$ cat src/rtl/xbar_alloc.sv
// Switch allocator for the 5-port router crossbar: per-output round-robin
// arbitration with wormhole locking from head to tail flit.
module xbar_alloc #(
   parameter int NPORT = 5
) (
   input  logic                 clk,
   input  logic                 rst,
   input  logic [NPORT-1:0]     req_vld,
   input  logic [NPORT-1:0]     req_head,
   input  logic [NPORT-1:0]     req_tail,
   input  logic [3*NPORT-1:0]   req_dst,
   input  logic [NPORT-1:0]     out_rdy,
   output logic [NPORT-1:0]     gnt,
   output logic [4*NPORT-1:0]   func,
   output logic [NPORT-1:0]     busy,
   output logic [NPORT-1:0]     err
);

   // Per-output state: r_locked=0 FREE (arbitrate heads), r_locked=1 LOCKED (follow r_owner)
   logic [NPORT-1:0] r_locked;
   logic [NPORT-1:0] r_err;
   logic [2:0]       r_owner [NPORT];
   logic [2:0]       r_ptr   [NPORT];

   logic [NPORT-1:0] w_owns;
   logic [NPORT-1:0] w_legal [NPORT];
   logic [NPORT-1:0] w_xfer;
   logic [NPORT-1:0] w_src_tail;
   logic [2:0]       w_src [NPORT];
   logic [NPORT-1:0] w_err_evt;

   always_comb begin
      w_owns = '0;
      for (int d = 0; d < NPORT; d++)
         for (int i = 0; i < NPORT; i++)
            if (r_locked[d] && r_owner[d] == 3'(i))
               w_owns[i] = 1'b1;
   end

   always_comb begin
      for (int d = 0; d < NPORT; d++)
         for (int i = 0; i < NPORT; i++)
            w_legal[d][i] = req_vld[i] & req_head[i] & ~w_owns[i] &
                            (req_dst[3*i +: 3] == 3'(d)) & (d != i);
   end

   always_comb begin
      logic found;
      logic own_vld;
      int   idx;
      found      = 1'b0;
      own_vld    = 1'b0;
      idx        = 0;
      w_xfer     = '0;
      w_src_tail = '0;
      for (int d = 0; d < NPORT; d++)
         w_src[d] = '0;
      for (int d = 0; d < NPORT; d++) begin
         found   = 1'b0;
         own_vld = 1'b0;
         if (r_locked[d]) begin
            w_src[d] = r_owner[d];
            for (int i = 0; i < NPORT; i++)
               if (r_owner[d] == 3'(i))
                  own_vld = req_vld[i];
            w_xfer[d] = own_vld & out_rdy[d];
         end else begin
            // first legal candidate at or after the pointer wins
            for (int k = 0; k < NPORT; k++) begin
               idx = int'(r_ptr[d]) + k;
               if (idx >= NPORT)
                  idx = idx - NPORT;
               if (!found && w_legal[d][idx]) begin
                  found    = 1'b1;
                  w_src[d] = 3'(idx);
               end
            end
            w_xfer[d] = found & out_rdy[d];
         end
         for (int i = 0; i < NPORT; i++)
            if (w_src[d] == 3'(i))
               w_src_tail[d] = req_tail[i];
      end
   end

   always_comb begin
      for (int i = 0; i < NPORT; i++)
         w_err_evt[i] = req_vld[i] & ~w_owns[i] &
                        (req_head[i] ? ((req_dst[3*i +: 3] == 3'(i)) ||
                                        (req_dst[3*i +: 3] > 3'(NPORT-1)))
                                     : 1'b1);
   end

   // destination NPORT-1 reuses the source's own (otherwise unused) bit
   always_comb begin
      gnt  = '0;
      func = '0;
      if (!rst) begin
         for (int d = 0; d < NPORT; d++)
            for (int s = 0; s < NPORT; s++)
               if (w_xfer[d] && w_src[d] == 3'(s)) begin
                  gnt[s] = 1'b1;
                  func[4*s + ((d == NPORT-1) ? s : d)] = 1'b1;
               end
      end
   end

   always_ff @(posedge clk) begin
      if (rst) begin
         r_locked <= '0;
         r_err    <= '0;
         for (int d = 0; d < NPORT; d++) begin
            r_owner[d] <= '0;
            r_ptr[d]   <= '0;
         end
      end else begin
         for (int d = 0; d < NPORT; d++) begin
            if (w_xfer[d]) begin
               if (r_locked[d]) begin
                  if (w_src_tail[d])
                     r_locked[d] <= 1'b0;
               end else begin
                  r_ptr[d] <= (w_src[d] == 3'(NPORT-1)) ? 3'd0 : w_src[d] + 3'd1;
                  if (!w_src_tail[d]) begin
                     r_locked[d] <= 1'b1;
                     r_owner[d]  <= w_src[d];
                  end
               end
            end
         end
         for (int i = 0; i < NPORT; i++)
            if (w_err_evt[i])
               r_err[i] <= 1'b1;
      end
   end

   assign busy = r_locked;
   assign err  = r_err;

endmodule

$ cat config.mk
export PLATFORM = sky130hd
export DESIGN_NAME = xbar_alloc
export DESIGN_NICKNAME = d
export VERILOG_FILES = /design/src/rtl/xbar_alloc.sv
export SDC_FILE = /design/constraint.sdc
export NUM_CORES = 1
export LEC_CHECK = 0
export BUFFER_PORTS_ARGS = -buffer_cell sky130_fd_sc_hd__buf_2
export CAP_MARGIN = 25
export CORE_MARGIN = 3
export CORE_UTILIZATION = 30
export CTS_CLUSTER_SIZE = 30
export DETAILED_ROUTE_END_ITERATION = 7
export GPL_TIMING_DRIVEN = 1
export HOLD_SLACK_MARGIN = 0.06
export SETUP_SLACK_MARGIN = 0.4
export SLEW_MARGIN = 30
export SYNTH_ARGS = -nofsm -noshare
export SYNTH_HDL_FRONTEND = slang
export SYNTH_SLANG_ARGS = --single-unit
$ cat constraint.sdc
create_clock -name clk -period 6.9 [get_ports clk]
set_clock_uncertainty 0.1 [all_clocks]
set_input_delay 0.345 -clock clk [delete_from_list [all_inputs] [get_ports clk]]
set_output_delay 0.345 -clock clk [all_outputs]
set_load 0.005 [all_outputs]
==> flow_metrics.tcl <==
set metrics [dict create \
    hpwl_um 21900 \
    wl_per_cell_um 18.5 \
    crit_path_end_kind "flip-flop" \
    most-common-layout-cells "nor2_1, ha_1, nand2_1, a21oi_1, buf_2" \
    clk-insertion-delay-late_ns 0.31 \
    rsz0062_at_grt "false" \
    clk_path_buf_depth 2 \
    final.setup.tns_ns 0 \
    synth.area.top_cells "ha_1, edfxtp_1, a21oi_1, nor2_1, nand2_1" \
    pin_count 72 \
    synthDistinctLibCells 109 \
    fin_area_mm2 0.00935 \
    fin_crit_ns 6.13 \
    gr-usage-all-layers_pct 17.8 \
    die_x_um 173 \
    worstHoldStart "out_rdy[2]" \
    synth-seq-area-share_pct 13.2 \
    ys_warn_count 0 \
    routed_wl_um 28000 \
    crit_path_top_delay_cell "edfxtp_1" \
    grt_pass1_wl_um 43600 \
    worstSetupStartpointType "flip-flop" \
    cts_hold_buf 0 \
    critPathMaxFanout 12 \
    crit_required_ns 6.81 \
    area.growth.synth_to_final_pct 11.7 \
    fillers 2930 \
    multiInputGateArea_mm2 0.00689 \
    num_vias 8689 \
    grt_max_degree 28 \
    syn_nets 1210 \
    path_clk_slew_ns 0.07 \
    design.die.area_mm2 0.0299 \
    async_flop_share_pct 0 \
    cts.sinks 40 \
    regArea_mm2 0.00110 \
    status "finished clean" \
    cp_data_arrival_time_ns 6.04 \
    synth_seq_cells 40 \
    htreeDepth 2 \
    syn_avg_cell_area_um2 7.72 \
    cp_top_family "compound AO/OA/AOI/OAI gates" \
    synth_top_area_cell "ha_1" \
    syn_inst 1084 \
    drc 0 \
    place_area_mm2 0.00913 \
    setup_viol 0 \
    critical_path.startpoint "r_ptr[0][4]" \
    antenna_left 0 \
    drive_above_1_share_pct 15.7 \
    start_util_pct 30.8 \
    max_freq_mhz 163 \
    dieHeight_um 173 \
    final_nets 1266 \
    synth_edf_count 30 \
    worstMarginPinSlew_ns 0.958 \
    core_mm2 0.0272 \
    cts_buffers 5 \
    slowest_delay_ns 0.54 \
    yosys_most_used_dff "edfxtp_1" \
    crit_buf_inv 3 \
    initialDrtViolationCount 816 \
    synthesis.area_mm2 0.00837 \
    cts-root-buf "clkbuf_16" \
    final-hold-violation-count 0 \
    synth_top_area_share_pct 13.3 \
    maxSlewViolCount 0 \
    final.period_utilization_pct 88.8 \
    grt_pass1_vias 7954 \
    worstSetupPathType "reg2reg" \
    dr.pass1.iters 6 \
    cts_tree "built" \
    gp_congestion 0.912 \
    portBuffers 71 \
    max_cap_viol_count 0 \
    rows 60 \
    grt.overflow.total 0 \
    routed_via_density 5.74 \
    slew_headroom_pct 35.6 \
    antenna_found_initial 0 \
    r2r_start "r_ptr[0][4]" \
    hold_path.class "in2reg" \
    layout_commonest_cell "nor2_1" \
    fin_util_pct 34.4 \
    cpMostUsedCell "nor2_1" \
]
==> cell usage after synthesis (6+ instances only) <==
library cell  instances
and3_1               16
nand3_1              27
a21oi_1              84
a21boi_0              6
a21o_1                8
ha_1                 89
buf_2                 7
inv_1                59
or3_1                 9
or2_2                15
o22ai_1              19
nand2_1              87
o21ai_0              51
nand4_1               7
nor2b_1              22
o31ai_1              16
a22o_1                6
edfxtp_1             30
a31oi_1              14
nor3_1               28
xor2_1                9
nor4_1                8
o31a_1                8
o2111ai_1             6
nand2b_1             23
a21oi_2              11
dfxtp_1              10
o41ai_1               7
or4b_1                6
clkbuf_1             27
a211oi_1             17
o2bb2ai_1             8
a211o_1               6
mux2i_1              28
mux4_2                8
or4bb_1              11
xnor2_1              14
or4_1                 7
and2_1               13
nor2_1              111
==> registers in the layout (all words and copies together) (netlist names) <==
signal	cells
r_ptr	15
busy	5
r_owner	15
err	5
==> per-layer routing <==
| metal | routed length [um] | track usage (%) | up-vias | part of all wire, % |
|---|---|---|---|---|
| met5 | 0 | 0 | - | 0 |
| met4 | 433 | 3.51 | 0 | 1.5 |
| met3 | 1610 | 2.72 | 27 | 5.7 |
| met2 | 12600 | 28.4 | 262 | 45 |
| met1 | 13400 | 25.4 | 4158 | 48 |
| li1 | - | - | 4242 | - |
==> layout make-up <==
cell class                 instances  area share (%)
clock buffer                       5            1.34
tap                              372            4.98
clock inverter                     3           0.455
timing repair buffer              89            5.24
sequential                        40            11.8
inverter                          62            2.53
antenna                            1          0.0268
multi-input combinational        942            73.7
==> repair_timing <==
action                                  CTS  global route
setup buffers                             0             3
gates resized for setup                   0             7
endpoints found under the setup margin    0            21
==> final timing paths <==
path	end	slack [ns]	cells past startpoint
max	r_owner[0][8]	0.77	26
min	busy[2]	0.20	2
max reg2reg	r_owner[0][8]	0.77	26
min reg2reg	err[2]	0.38	2
==> worst reg2reg max path, delay by kind of cell (launching register included) <==
family / cells / cell delay [ns]
buffers and inverters: 3 / 0.68
adder cells (fa/ha/maj): 3 / 0.96
AO/OA/AOI/OAI: 11 / 2.34
AND/OR/NAND/NOR: 9 / 1.20
flip-flops: 1 / 0.54
==> per-stage QoR <==
| step | cells | setup slack, ns | hold WS [ns] |
|---|---|---|---|
| after floorplan | 1084 | 1.29 | 0.354 |
| after global placement | 1502 | 0.667 | 0.349 |
| after detailed placement | 1502 | 0.552 | 0.371 |
| after CTS | 1510 | 0.530 | 0.195 |
| after global routing | 1513 | 0.409 | 0.206 |
| final | 1514 | 0.772 | 0.196 |
==> cells by family after synthesis <==
logic type               synth area share, %
AO/OA/AOI/OAI                           29.4
XOR/XNOR                                2.41
adder cells (fa/ha/maj)                 13.3
buffers and inverters                   4.95
flip-flops                              13.2
multiplexers                            7.11
AND/OR/NAND/NOR                         29.7
Power is left out: the tool's default activity adds up to more than one toggle a clock period on the data nets, which glitch-free logic cannot reach.
